--- src/rtl/mem_share_rr_arbiter_if.sv ---
// ---------------------------------------------------------------------------
// mem_share_rr_arbiter_if
// Bundles the batch request inputs and the grant / write-back outputs of one
// shared column-bank group.
//   slave  : arbiter side (requests in, grants / write-backs out)
//   master : requester / environment side (mirror of slave)
// Signals:
//   rqst_flag_i      per-requester request flags
//   rqst_addr_i      packed column addresses, requester r at [r*W +: W]
//   batch_start_i    batch start pulse
//   c2v_base_addr_i  write-back base address
//   grant_o          one-hot grant (zero when idle)
//   shared_ren_o     shared-memory read enable
//   shared_raddr_o   address of the granted requester
//   wb_en_o          C2V write-back strobe
//   wb_idx_o         requester index of the write-back
//   wb_waddr_o       write-back address (base + index)
//   busy_o           batch in progress
//   batch_done_o     one-cycle batch completion pulse
// ---------------------------------------------------------------------------
interface mem_share_rr_arbiter_if #(
  parameter int SHARED_BANK_NUM       = 4,
  parameter int IDX_BITWIDTH          = 2,
  parameter int RQST_ADDR_BITWIDTH    = 2,
  parameter int C2V_MEM_ADDR_BITWIDTH = 10
);
  logic [SHARED_BANK_NUM-1:0]                    rqst_flag_i;
  logic [SHARED_BANK_NUM*RQST_ADDR_BITWIDTH-1:0] rqst_addr_i;
  logic                                          batch_start_i;
  logic [C2V_MEM_ADDR_BITWIDTH-1:0]              c2v_base_addr_i;
  logic [SHARED_BANK_NUM-1:0]                    grant_o;
  logic                                          shared_ren_o;
  logic [RQST_ADDR_BITWIDTH-1:0]                 shared_raddr_o;
  logic                                          wb_en_o;
  logic [IDX_BITWIDTH-1:0]                       wb_idx_o;
  logic [C2V_MEM_ADDR_BITWIDTH-1:0]              wb_waddr_o;
  logic                                          busy_o;
  logic                                          batch_done_o;

  modport slave (
    input  rqst_flag_i, rqst_addr_i, batch_start_i, c2v_base_addr_i,
    output grant_o, shared_ren_o, shared_raddr_o, wb_en_o, wb_idx_o,
           wb_waddr_o, busy_o, batch_done_o
  );

  modport master (
    output rqst_flag_i, rqst_addr_i, batch_start_i, c2v_base_addr_i,
    input  grant_o, shared_ren_o, shared_raddr_o, wb_en_o, wb_idx_o,
           wb_waddr_o, busy_o, batch_done_o
  );
endinterface

--- src/rtl/mem_share_rr_arbiter.sv ---
// ---------------------------------------------------------------------------
// mem_share_rr_arbiter
// Round-robin sequencer for one shared group of column-bank memories / IB-LUTs
// in the layered LDPC decoder. Each batch latches the request flags, column
// addresses and write-back base, serialises the requests onto the single
// shared read port (one grant per cycle) and issues the matching C2V write-back
// strobes MEM_RD_LATENCY cycles after each grant.
// Ports:
//   sys_clk       clock
//   rstn          synchronous active-low reset
//   bus           mem_share_rr_arbiter_if.slave (requests, grants, write-backs)
//   dbg_state_o   current FSM state (IDLE=0, SERVE=1, DRAIN=2, DONE=3)
//   dbg_rr_ptr_o  current round-robin pointer
// Handshake: batch_start_i is a valid strobe and ~busy_o is its ready; a start
// is taken only on a cycle where busy_o is low and is otherwise dropped.
// grant_o, wb_en_o and batch_done_o are single-cycle strobes with no
// backpressure; the consumer must take them on the cycle they are high.
// ---------------------------------------------------------------------------
module mem_share_rr_arbiter #(
  parameter int SHARED_BANK_NUM       = 4,
  parameter int IDX_BITWIDTH          = 2,
  parameter int RQST_ADDR_BITWIDTH    = 2,
  parameter int MEM_RD_LATENCY        = 2,
  parameter int C2V_MEM_ADDR_BITWIDTH = 10
) (
  input  logic                     sys_clk,
  input  logic                     rstn,
  mem_share_rr_arbiter_if.slave    bus,
  output logic [1:0]               dbg_state_o,
  output logic [IDX_BITWIDTH-1:0]  dbg_rr_ptr_o
);

  typedef enum logic [1:0] {
    ST_IDLE  = 2'd0,
    ST_SERVE = 2'd1,
    ST_DRAIN = 2'd2,
    ST_DONE  = 2'd3
  } state_t;

  state_t state_q, state_nxt;

  logic [SHARED_BANK_NUM-1:0]                    pending_q;
  logic [SHARED_BANK_NUM*RQST_ADDR_BITWIDTH-1:0] addr_q;
  logic [C2V_MEM_ADDR_BITWIDTH-1:0]              base_q;
  logic [IDX_BITWIDTH-1:0]                       rr_ptr_q;

  // Write-back pipe: stage 0 is loaded on the same edge as the grant, so the
  // registered strobe taken from the last stage lands MEM_RD_LATENCY edges later.
  logic [MEM_RD_LATENCY-1:0]                    wb_vld_q;
  logic [MEM_RD_LATENCY-1:0][IDX_BITWIDTH-1:0]  wb_idx_q;

  logic [SHARED_BANK_NUM-1:0]       grant_q;
  logic                             ren_q;
  logic [RQST_ADDR_BITWIDTH-1:0]    raddr_q;
  logic                             wb_en_q;
  logic [IDX_BITWIDTH-1:0]          wb_idx_out_q;
  logic [C2V_MEM_ADDR_BITWIDTH-1:0] wb_waddr_q;
  logic                             busy_q;
  logic                             done_q;

  logic                       win_found;
  logic [IDX_BITWIDTH-1:0]    win_idx;
  logic [SHARED_BANK_NUM-1:0] win_onehot;
  logic                       pipe_tail_busy;

  // Winner: first pending requester at or after rr_ptr, wrapping around.
  always_comb begin
    logic [IDX_BITWIDTH-1:0] cand;
    cand      = '0;
    win_found = 1'b0;
    win_idx   = '0;
    for (int off = 0; off < SHARED_BANK_NUM; off++) begin
      cand = rr_ptr_q + IDX_BITWIDTH'(off);
      if (!win_found && pending_q[cand]) begin
        win_found = 1'b1;
        win_idx   = cand;
      end
    end
  end

  always_comb begin
    win_onehot = '0;
    if (win_found) begin
      win_onehot[win_idx] = 1'b1;
    end
  end

  // Entries that will still be in the pipe after the coming shift. The last
  // stage is leaving on this edge, so it does not hold DRAIN back.
  always_comb begin
    pipe_tail_busy = 1'b0;
    for (int i = 0; i < MEM_RD_LATENCY - 1; i++) begin
      pipe_tail_busy = pipe_tail_busy | wb_vld_q[i];
    end
  end

  always_comb begin
    state_nxt = state_q;
    case (state_q)
      ST_IDLE: begin
        if (bus.batch_start_i) begin
          state_nxt = (bus.rqst_flag_i != '0) ? ST_SERVE : ST_DONE;
        end
      end
      ST_SERVE: begin
        if ((pending_q & ~win_onehot) == '0) begin
          state_nxt = ST_DRAIN;
        end
      end
      ST_DRAIN: begin
        if (!pipe_tail_busy) begin
          state_nxt = ST_DONE;
        end
      end
      ST_DONE: begin
        state_nxt = ST_IDLE;
      end
      default: begin
        state_nxt = ST_IDLE;
      end
    endcase
  end

  always_ff @(posedge sys_clk) begin
    if (!rstn) begin
      state_q <= ST_IDLE;
    end else begin
      state_q <= state_nxt;
    end
  end

  // Batch context, round-robin pointer and registered outputs.
  always_ff @(posedge sys_clk) begin
    if (!rstn) begin
      pending_q    <= '0;
      addr_q       <= '0;
      base_q       <= '0;
      rr_ptr_q     <= '0;
      wb_vld_q     <= '0;
      wb_idx_q     <= '0;
      grant_q      <= '0;
      ren_q        <= 1'b0;
      raddr_q      <= '0;
      wb_en_q      <= 1'b0;
      wb_idx_out_q <= '0;
      wb_waddr_q   <= '0;
      busy_q       <= 1'b0;
      done_q       <= 1'b0;
    end else begin
      if (state_q == ST_IDLE && bus.batch_start_i) begin
        pending_q <= bus.rqst_flag_i;
        addr_q    <= bus.rqst_addr_i;
        base_q    <= bus.c2v_base_addr_i;
      end

      if (state_q == ST_SERVE) begin
        pending_q <= pending_q & ~win_onehot;
        if (win_found) begin
          rr_ptr_q <= win_idx + IDX_BITWIDTH'(1);
        end
        grant_q <= win_onehot;
        ren_q   <= win_found;
        raddr_q <= addr_q[int'(win_idx)*RQST_ADDR_BITWIDTH +: RQST_ADDR_BITWIDTH];
      end else begin
        grant_q <= '0;
        ren_q   <= 1'b0;
        raddr_q <= '0;
      end

      wb_vld_q[0] <= (state_q == ST_SERVE) && win_found;
      wb_idx_q[0] <= ((state_q == ST_SERVE) && win_found) ? win_idx : '0;
      for (int i = 1; i < MEM_RD_LATENCY; i++) begin
        wb_vld_q[i] <= wb_vld_q[i-1];
        wb_idx_q[i] <= wb_idx_q[i-1];
      end

      wb_en_q <= wb_vld_q[MEM_RD_LATENCY-1];
      if (wb_vld_q[MEM_RD_LATENCY-1]) begin
        wb_idx_out_q <= wb_idx_q[MEM_RD_LATENCY-1];
        wb_waddr_q   <= base_q + C2V_MEM_ADDR_BITWIDTH'(wb_idx_q[MEM_RD_LATENCY-1]);
      end else begin
        wb_idx_out_q <= '0;
        wb_waddr_q   <= '0;
      end

      busy_q <= (state_nxt != ST_IDLE);
      done_q <= (state_q == ST_DONE);
    end
  end

  assign bus.grant_o        = grant_q;
  assign bus.shared_ren_o   = ren_q;
  assign bus.shared_raddr_o = raddr_q;
  assign bus.wb_en_o        = wb_en_q;
  assign bus.wb_idx_o       = wb_idx_out_q;
  assign bus.wb_waddr_o     = wb_waddr_q;
  assign bus.busy_o         = busy_q;
  assign bus.batch_done_o   = done_q;

  assign dbg_state_o  = state_q;
  assign dbg_rr_ptr_o = rr_ptr_q;

endmodule

--- src/flat_wrapper.sv ---
// flat-port wrapper written by rule: the top's interface ports become plain ports
module mem_share_rr_arbiter_flat 
#(
  parameter int SHARED_BANK_NUM       = 4,
  parameter int IDX_BITWIDTH          = 2,
  parameter int RQST_ADDR_BITWIDTH    = 2,
  parameter int MEM_RD_LATENCY        = 2,
  parameter int C2V_MEM_ADDR_BITWIDTH = 10
)
  (sys_clk, rstn, dbg_state_o, dbg_rr_ptr_o, bus_rqst_flag_i, bus_rqst_addr_i, bus_batch_start_i, bus_c2v_base_addr_i, bus_grant_o, bus_shared_ren_o, bus_shared_raddr_o, bus_wb_en_o, bus_wb_idx_o, bus_wb_waddr_o, bus_busy_o, bus_batch_done_o);
  mem_share_rr_arbiter_if #(.SHARED_BANK_NUM(SHARED_BANK_NUM), .IDX_BITWIDTH(IDX_BITWIDTH), .RQST_ADDR_BITWIDTH(RQST_ADDR_BITWIDTH), .C2V_MEM_ADDR_BITWIDTH(C2V_MEM_ADDR_BITWIDTH)) bus_i ();
  input  logic sys_clk;
  input  logic rstn;
  output logic [1:0] dbg_state_o;
  output logic [IDX_BITWIDTH-1:0] dbg_rr_ptr_o;
  input wire logic [$bits(bus_i.rqst_flag_i)-1:0] bus_rqst_flag_i;
  input wire logic [$bits(bus_i.rqst_addr_i)-1:0] bus_rqst_addr_i;
  input wire logic [$bits(bus_i.batch_start_i)-1:0] bus_batch_start_i;
  input wire logic [$bits(bus_i.c2v_base_addr_i)-1:0] bus_c2v_base_addr_i;
  output wire logic [$bits(bus_i.grant_o)-1:0] bus_grant_o;
  output wire logic [$bits(bus_i.shared_ren_o)-1:0] bus_shared_ren_o;
  output wire logic [$bits(bus_i.shared_raddr_o)-1:0] bus_shared_raddr_o;
  output wire logic [$bits(bus_i.wb_en_o)-1:0] bus_wb_en_o;
  output wire logic [$bits(bus_i.wb_idx_o)-1:0] bus_wb_idx_o;
  output wire logic [$bits(bus_i.wb_waddr_o)-1:0] bus_wb_waddr_o;
  output wire logic [$bits(bus_i.busy_o)-1:0] bus_busy_o;
  output wire logic [$bits(bus_i.batch_done_o)-1:0] bus_batch_done_o;
  assign bus_i.rqst_flag_i = bus_rqst_flag_i;
  assign bus_i.rqst_addr_i = bus_rqst_addr_i;
  assign bus_i.batch_start_i = bus_batch_start_i;
  assign bus_i.c2v_base_addr_i = bus_c2v_base_addr_i;
  assign bus_grant_o = bus_i.grant_o;
  assign bus_shared_ren_o = bus_i.shared_ren_o;
  assign bus_shared_raddr_o = bus_i.shared_raddr_o;
  assign bus_wb_en_o = bus_i.wb_en_o;
  assign bus_wb_idx_o = bus_i.wb_idx_o;
  assign bus_wb_waddr_o = bus_i.wb_waddr_o;
  assign bus_busy_o = bus_i.busy_o;
  assign bus_batch_done_o = bus_i.batch_done_o;
  mem_share_rr_arbiter #(.SHARED_BANK_NUM(SHARED_BANK_NUM), .IDX_BITWIDTH(IDX_BITWIDTH), .RQST_ADDR_BITWIDTH(RQST_ADDR_BITWIDTH), .MEM_RD_LATENCY(MEM_RD_LATENCY), .C2V_MEM_ADDR_BITWIDTH(C2V_MEM_ADDR_BITWIDTH)) u_core (.sys_clk(sys_clk), .rstn(rstn), .bus(bus_i), .dbg_state_o(dbg_state_o), .dbg_rr_ptr_o(dbg_rr_ptr_o));
endmodule
--- config.mk ---
export PLATFORM = sky130hd
export DESIGN_NAME = mem_share_rr_arbiter_flat
export DESIGN_NICKNAME = d
export VERILOG_FILES = /design/src/rtl/mem_share_rr_arbiter_if.sv /design/src/rtl/mem_share_rr_arbiter.sv /design/src/flat_wrapper.sv
export SDC_FILE = /design/constraint.sdc
export NUM_CORES = 1
export LEC_CHECK = 0
export ABC_AREA = 1
export CORE_ASPECT_RATIO = 1.4
export CORE_UTILIZATION = 49
export DETAILED_ROUTE_END_ITERATION = 12
export GPL_TIMING_DRIVEN = 0
export PLACE_DENSITY = 0.78
export SLEW_MARGIN = 30
export SYNTH_ARGS = -nofsm -noshare
export SYNTH_HDL_FRONTEND = slang
export SYNTH_SLANG_ARGS = --single-unit
--- constraint.sdc ---
create_clock -name sys_clk -period 2.52 [get_ports sys_clk]
set_clock_uncertainty 0.15 [all_clocks]
set_input_delay 0.378 -clock sys_clk [delete_from_list [all_inputs] [get_ports sys_clk]]
set_output_delay 0.378 -clock sys_clk [all_outputs]
set_load 0.005 [all_outputs]
Yosys cells after proc, flatten, opt, wreduce, memory -nomap -nowiden
Cells that the tools add are included.
{"block": "totals", "ff_bits": 54}
{"block": "classes", "mux": 26, "n_lt_le_gt_ge": 6, "bitwise": 2, "reduce_logical": 18, "eq_ne": 3, "shifts": 1, "n_addsub": 5}
{"cell": "$mux 2", "n": 8}
{"cell": "$lt 2x3->1 const B", "n": 5}
{"cell": "$mux 4", "n": 3}
{"cell": "$add 10x2->10", "n": 1}
{"cell": "$mux 1", "n": 9}
{"cell": "$bmux 1 s2", "n": 4}
{"cell": "$pmux 2 s4", "n": 1}
{"cell": "$reduce_and 2->1", "n": 4}
{"cell": "$shiftx 8x4->2", "n": 1}
{"cell": "$logic_and 1x1->1", "n": 6}
{"cell": "$add 2x1->2 const B", "n": 2}
{"cell": "$add 2x2->2 const B", "n": 2}
{"cell": "$and 4x4->4", "n": 1}
{"cell": "$eq 2x2->1 const B", "n": 2}
{"cell": "$logic_not 4->1", "n": 1}
{"cell": "$not 4->4", "n": 1}
{"cell": "$reduce_bool 2->1", "n": 2}
{"cell": "$reduce_bool 4->1", "n": 1}
{"cell": "$logic_not 1->1", "n": 3}
{"cell": "$demux 1 s2", "n": 1}
{"cell": "$eq 2x1->1 const B", "n": 1}
{"cell": "$ge 2x1->1 const B", "n": 1}
{"cell": "$logic_not 2->1", "n": 1}

Logic depth before layout (Yosys ltp)
{"block": "depth", "word_depth": 23, "mapped_depth": 17, "mapped_depth_nobuf": 17}

Least setup slack after synthesis
OpenSTA, ideal clock, no wires.
{"block": "synth_timing", "path_type": "register to register", "from": "register u_core.rr_ptr_q[0] (netlist: u_core.dbg_rr_ptr_o[0])", "to": "register u_core.busy_q (netlist: u_core.bus.busy_o)", "path_slack_ps": 658, "path_buffers": 0, "synth_period_minus_slack_ps": 1862, "path_stages_with_launch": 16, "setup_ps": 114, "arrival_time_ps": 1598, "path_cell_list": "dfxtp_1 > inv_2 > nand2_1 > nand3_1 > nand2_2 > inv_1 > a21oi_1 > nand2_2 > nand2_4 > nand2_2 > nand2_1 > nand2_1 > nor2_2 > nor2_1 > nor2_2 > nand2_1"}
{"block": "synth_between", "elab_chain_cells": 23}
{"element": "start, declared", "line_no": "mem_share_rr_arbiter.sv:45", "source": "logic [IDX_BITWIDTH-1:0] rr_ptr_q;"}
{"element": "start signal, assigned", "line_no": "mem_share_rr_arbiter.sv:159", "source": "rr_ptr_q <= win_idx + IDX_BITWIDTH'(1);"}
{"element": "parallel branches: the longest is 16 deep, another holds $lt 2x3->1"}
{"element": "$mux 4 (*)", "line_no": "mem_share_rr_arbiter.sv:83", "source": "if (win_found) begin"}
{"element": "$not 4->4 (*)", "line_no": "mem_share_rr_arbiter.sv:106", "source": "if ((pending_q & ~win_onehot) == '0) begin"}
{"element": "$and 4x4->4 (*)", "line_no": "mem_share_rr_arbiter.sv:106"}
{"element": "$logic_not 4->1 (*)", "line_no": "mem_share_rr_arbiter.sv:106"}
{"element": "$mux 2 (*)", "line_no": "mem_share_rr_arbiter.sv:106"}
{"element": "$pmux 2 s4 (*)", "line_no": "mem_share_rr_arbiter.sv:99", "source": "case (state_q)"}
{"element": "$reduce_bool 2->1 (*)", "line_no": "mem_share_rr_arbiter.sv:186", "source": "busy_q <= (state_nxt != ST_IDLE);"}
{"element": "end signal, assigned", "line_no": "mem_share_rr_arbiter.sv:186"}
{"element": "end, declared", "line_no": "mem_share_rr_arbiter.sv:58", "source": "logic busy_q;"}
Mark *: on every way between the ends. The select of a mux whose other input is x is not followed.
A chain may end at the register's enable or synchronous reset.

Worst setup path in the final report
Ends and elaborated chain as after synthesis.

==> qor.yml <==
status: "finished, final reports clean"
initial_core_util_pct: 52.1
slew_headroom_pct: 70.7
rsz0062_at_grt: "no"
synthTopCellsByCount: "nand2_1, dfxtp_1, nor2_1"
crit_path_start_kind: "flip-flop"
period_needed_ns: 2.20
die_y_um: 82.4
fmax_ghz: 0.454
yosysMostFrequentCell: "nand2_1"
ir_drop_mv: 0.630
drc: 0
pin_count: 51
path_class: "reg -> reg"
min_path_type: "reg -> reg"
yosys-top-cells-area: "dfxtp_1, nand2_1, nor2_1"
syn2layout_area_growth_pct: 30.0
yosysWarningCount: 0
stdcell_count: 432
internal-power_w: 0.00185
cts_inserted_buffers: 5
clk-insertion-delay-late_ns: 0.30
dr.pass1.iters: 4
ant_nets: 0
layout_setup_ws_ns: 0.316
coreArea_um2: 4340
synth_nets: 344
layout.nets: 400
grt_pass1_vias: 2021
ctsResizeCount: 0
ctsHoldBuffers: 0
cp.arrival_ns: 2.26
ys_seq_area_share_pct: 47.8
p_switching_w: 0.00130
clk_pin_slew_ns: 0.09
gp_congestion: 0.889
globalRoute.totalOverflow: 0
root_buffer: "clkbuf_8"
cpPeakStageDelay_ns: 0.43
end_kind: "flip-flop"
cp_max_fo: 10
yosysTopAreaCellShare_pct: 47.8
cts_buffer_depth: 2
crit_path_frequent_cell: "nand2_1"
post-route-period-util_pct: 87.5
cpMaxStageDelayCell: "dfxtp_1"
power.density_nw_per_um2: 1070
cts_tree: "built"
die_area_um2: 4900
setup_violations: 0
path_cells: "buf_6 > nand2_1 > nand2_2 > nand2_1 > nand2_1 > nand4_1 > nand3_2 > nand3_1 > nand2_1 > nand2_1 > nor2_2 > nor2_1 > nor2_2 > nand2_1"
synth-edff-count: 0
rows: 28
leakagePower_nw: 1.26
cts_max_level: 2
pre_cts_ws_ns: 0.276
grt_antenna_before_repair: 0
drt_iter0_markers: 68
viasPerCell: 5.01
post-place-cells: 425
ys.flop_type: "dfxtp_1"
p_seq_share_pct: 36.0
routed_wirelength_mm: 5.02
finalHoldViolCount: 0
slew_violations: 0
hold_ws_ns: 0.270
cts.sinks: 54
wire_per_inst_um: 11.6
global_route.usage.total_pct: 22.7
drive_gt1_share_pct: 5.91
yosysUniqueCellTypes: 28
cp.required_ns: 2.57
pwr-share-comb_pct: 45.4
synth-seq-cells: 54
clockPowerShare_pct: 18.6
tightest_slew_ns: 0.439
netlist_instances: 316
vias: 2164
setup-tns-final_ns: 0
die_w_um: 59.4
dpl.hpwl_mm: 3.85
sw_frac_of_total_pct: 41.1
synthArstFlopShare_pct: 0
yosysTopAreaCell: "dfxtp_1"
numPortBuffers: 49
grt_start_max_net_pins: 16
grt_first_pass_wirelength_mm: 8.39
path_buf_inv: 1
cap_violations: 0
synth.avg_cell_area_um2: 7.16
n_antenna_cell: 0
synth_area_um2: 2260
critical-path-top-delay-family: "simple AND/OR/NAND/NOR gates"
cts_setup_buffers: 0
-- power groups by stage --
stage	logic, W	registers [W]	clock network, W
final	0.00143	0.00114	0.000585
after global routing	0.00164	0.00116	0.000625
after CTS	0.00144	0.00113	0.000589
after floorplan	0.00101	0.00114	0
after detailed placement	0.00142	0.00115	0
after global placement	0.00140	0.00115	0
-- placed cells by master (no fill, tap or decap), types with 2 or more instances in the layout --
master	synthesis	final
nand2_1	76	76
clkbuf_8	0	6
ha_1	2	2
nand3_1	10	10
nor2_1	52	52
inv_2	2	2
a22oi_1	2	2
nand4_1	3	3
nand2_2	5	5
a21oi_1	16	16
o21ai_0	30	30
clkbuf_1	5	5
inv_1	39	39
clkdlybuf4s50_1	0	49
dfxtp_1	54	54
nor2_2	3	3
o21a_1	2	2
nor3_1	3	3
-- cell type report --
| cell class | instances | area [um^2] |
|---|---|---|
| Fill cell | 409 | 1400 |
| Sequential cell | 54 | 1080 |
| Multi-Input combinational cell | 214 | 992 |
| Timing Repair Buffer | 49 | 490 |
| Inverter | 41 | 154 |
| Clock buffer | 6 | 82.6 |
| Tap cell | 60 | 75.1 |
| Buffer | 7 | 35.0 |
| Clock inverter | 1 | 30.0 |
-- metal layers --
layer | vias up | part of all wire (%) | GRT usage, %
met4 | 0 | 4.9 | 15.2
li1 | 1102 | - | -
met3 | 22 | 4.4 | 3.43
met5 | - | 0 | 0
met2 | 70 | 52 | 42.1
met1 | 970 | 39 | 22.9
-- state kept, by name (all words and copies together) (netlist names) --
register,flops
u_core.dbg_rr_ptr_o,2
u_core.wb_vld_q,2
u_core.wb_idx_q,4
u_core.dbg_state_o,2
u_core.bus.wb_idx_o,2
u_core.bus.wb_waddr_o,10
u_core.bus.grant_o,4
u_core.bus.shared_raddr_o,2
u_core.bus.batch_done_o,1
u_core.pending_q,4
u_core.base_q,10
u_core.bus.wb_en_o,1
u_core.bus.busy_o,1
u_core.bus.shared_ren_o,1
u_core.addr_q,8
-- kinds of logic after synthesis --
group,synth area share (%)
adders and majority gates,1.99
DFF,47.8
buffers and inverters,8.35
and+or+nand+nor,29.0
AOI/OAI and AO/OA,12.9
-- worst min-delay path, cell delays in order, from the launching register on --
cell,delay [ns]
dfxtp_1,0.31
nand2_1,0.05
inv_1,0.04
-- stage by stage --
| stage | power, W | utilization, % | cell area, um^2 |
|---|---|---|---|
| after floorplan | 0.00214 | - | 2260 |
| after global placement | 0.00255 | 65.1 | 2830 |
| after detailed placement | 0.00257 | 65.1 | 2830 |
| after CTS | 0.00316 | 67.7 | 2940 |
| after global routing | 0.00342 | 67.7 | 2940 |
| final | 0.00315 | 67.7 | 2940 |
-- path summary, 6_finish.rpt --
path                                              from                  to  slack (ns)  cells past startpoint
worst max register to register  u_core.dbg_rr_ptr_o[0]   u_core.bus.busy_o        0.32                     14
worst max-delay path            u_core.dbg_rr_ptr_o[0]   u_core.bus.busy_o        0.32                     14
worst min register to register      u_core.wb_idx_q[1]  u_core.wb_idx_q[3]        0.27                      2
worst min-delay path                u_core.wb_idx_q[1]  u_core.wb_idx_q[3]        0.27                      2
(Power assumes the default switching activity.)
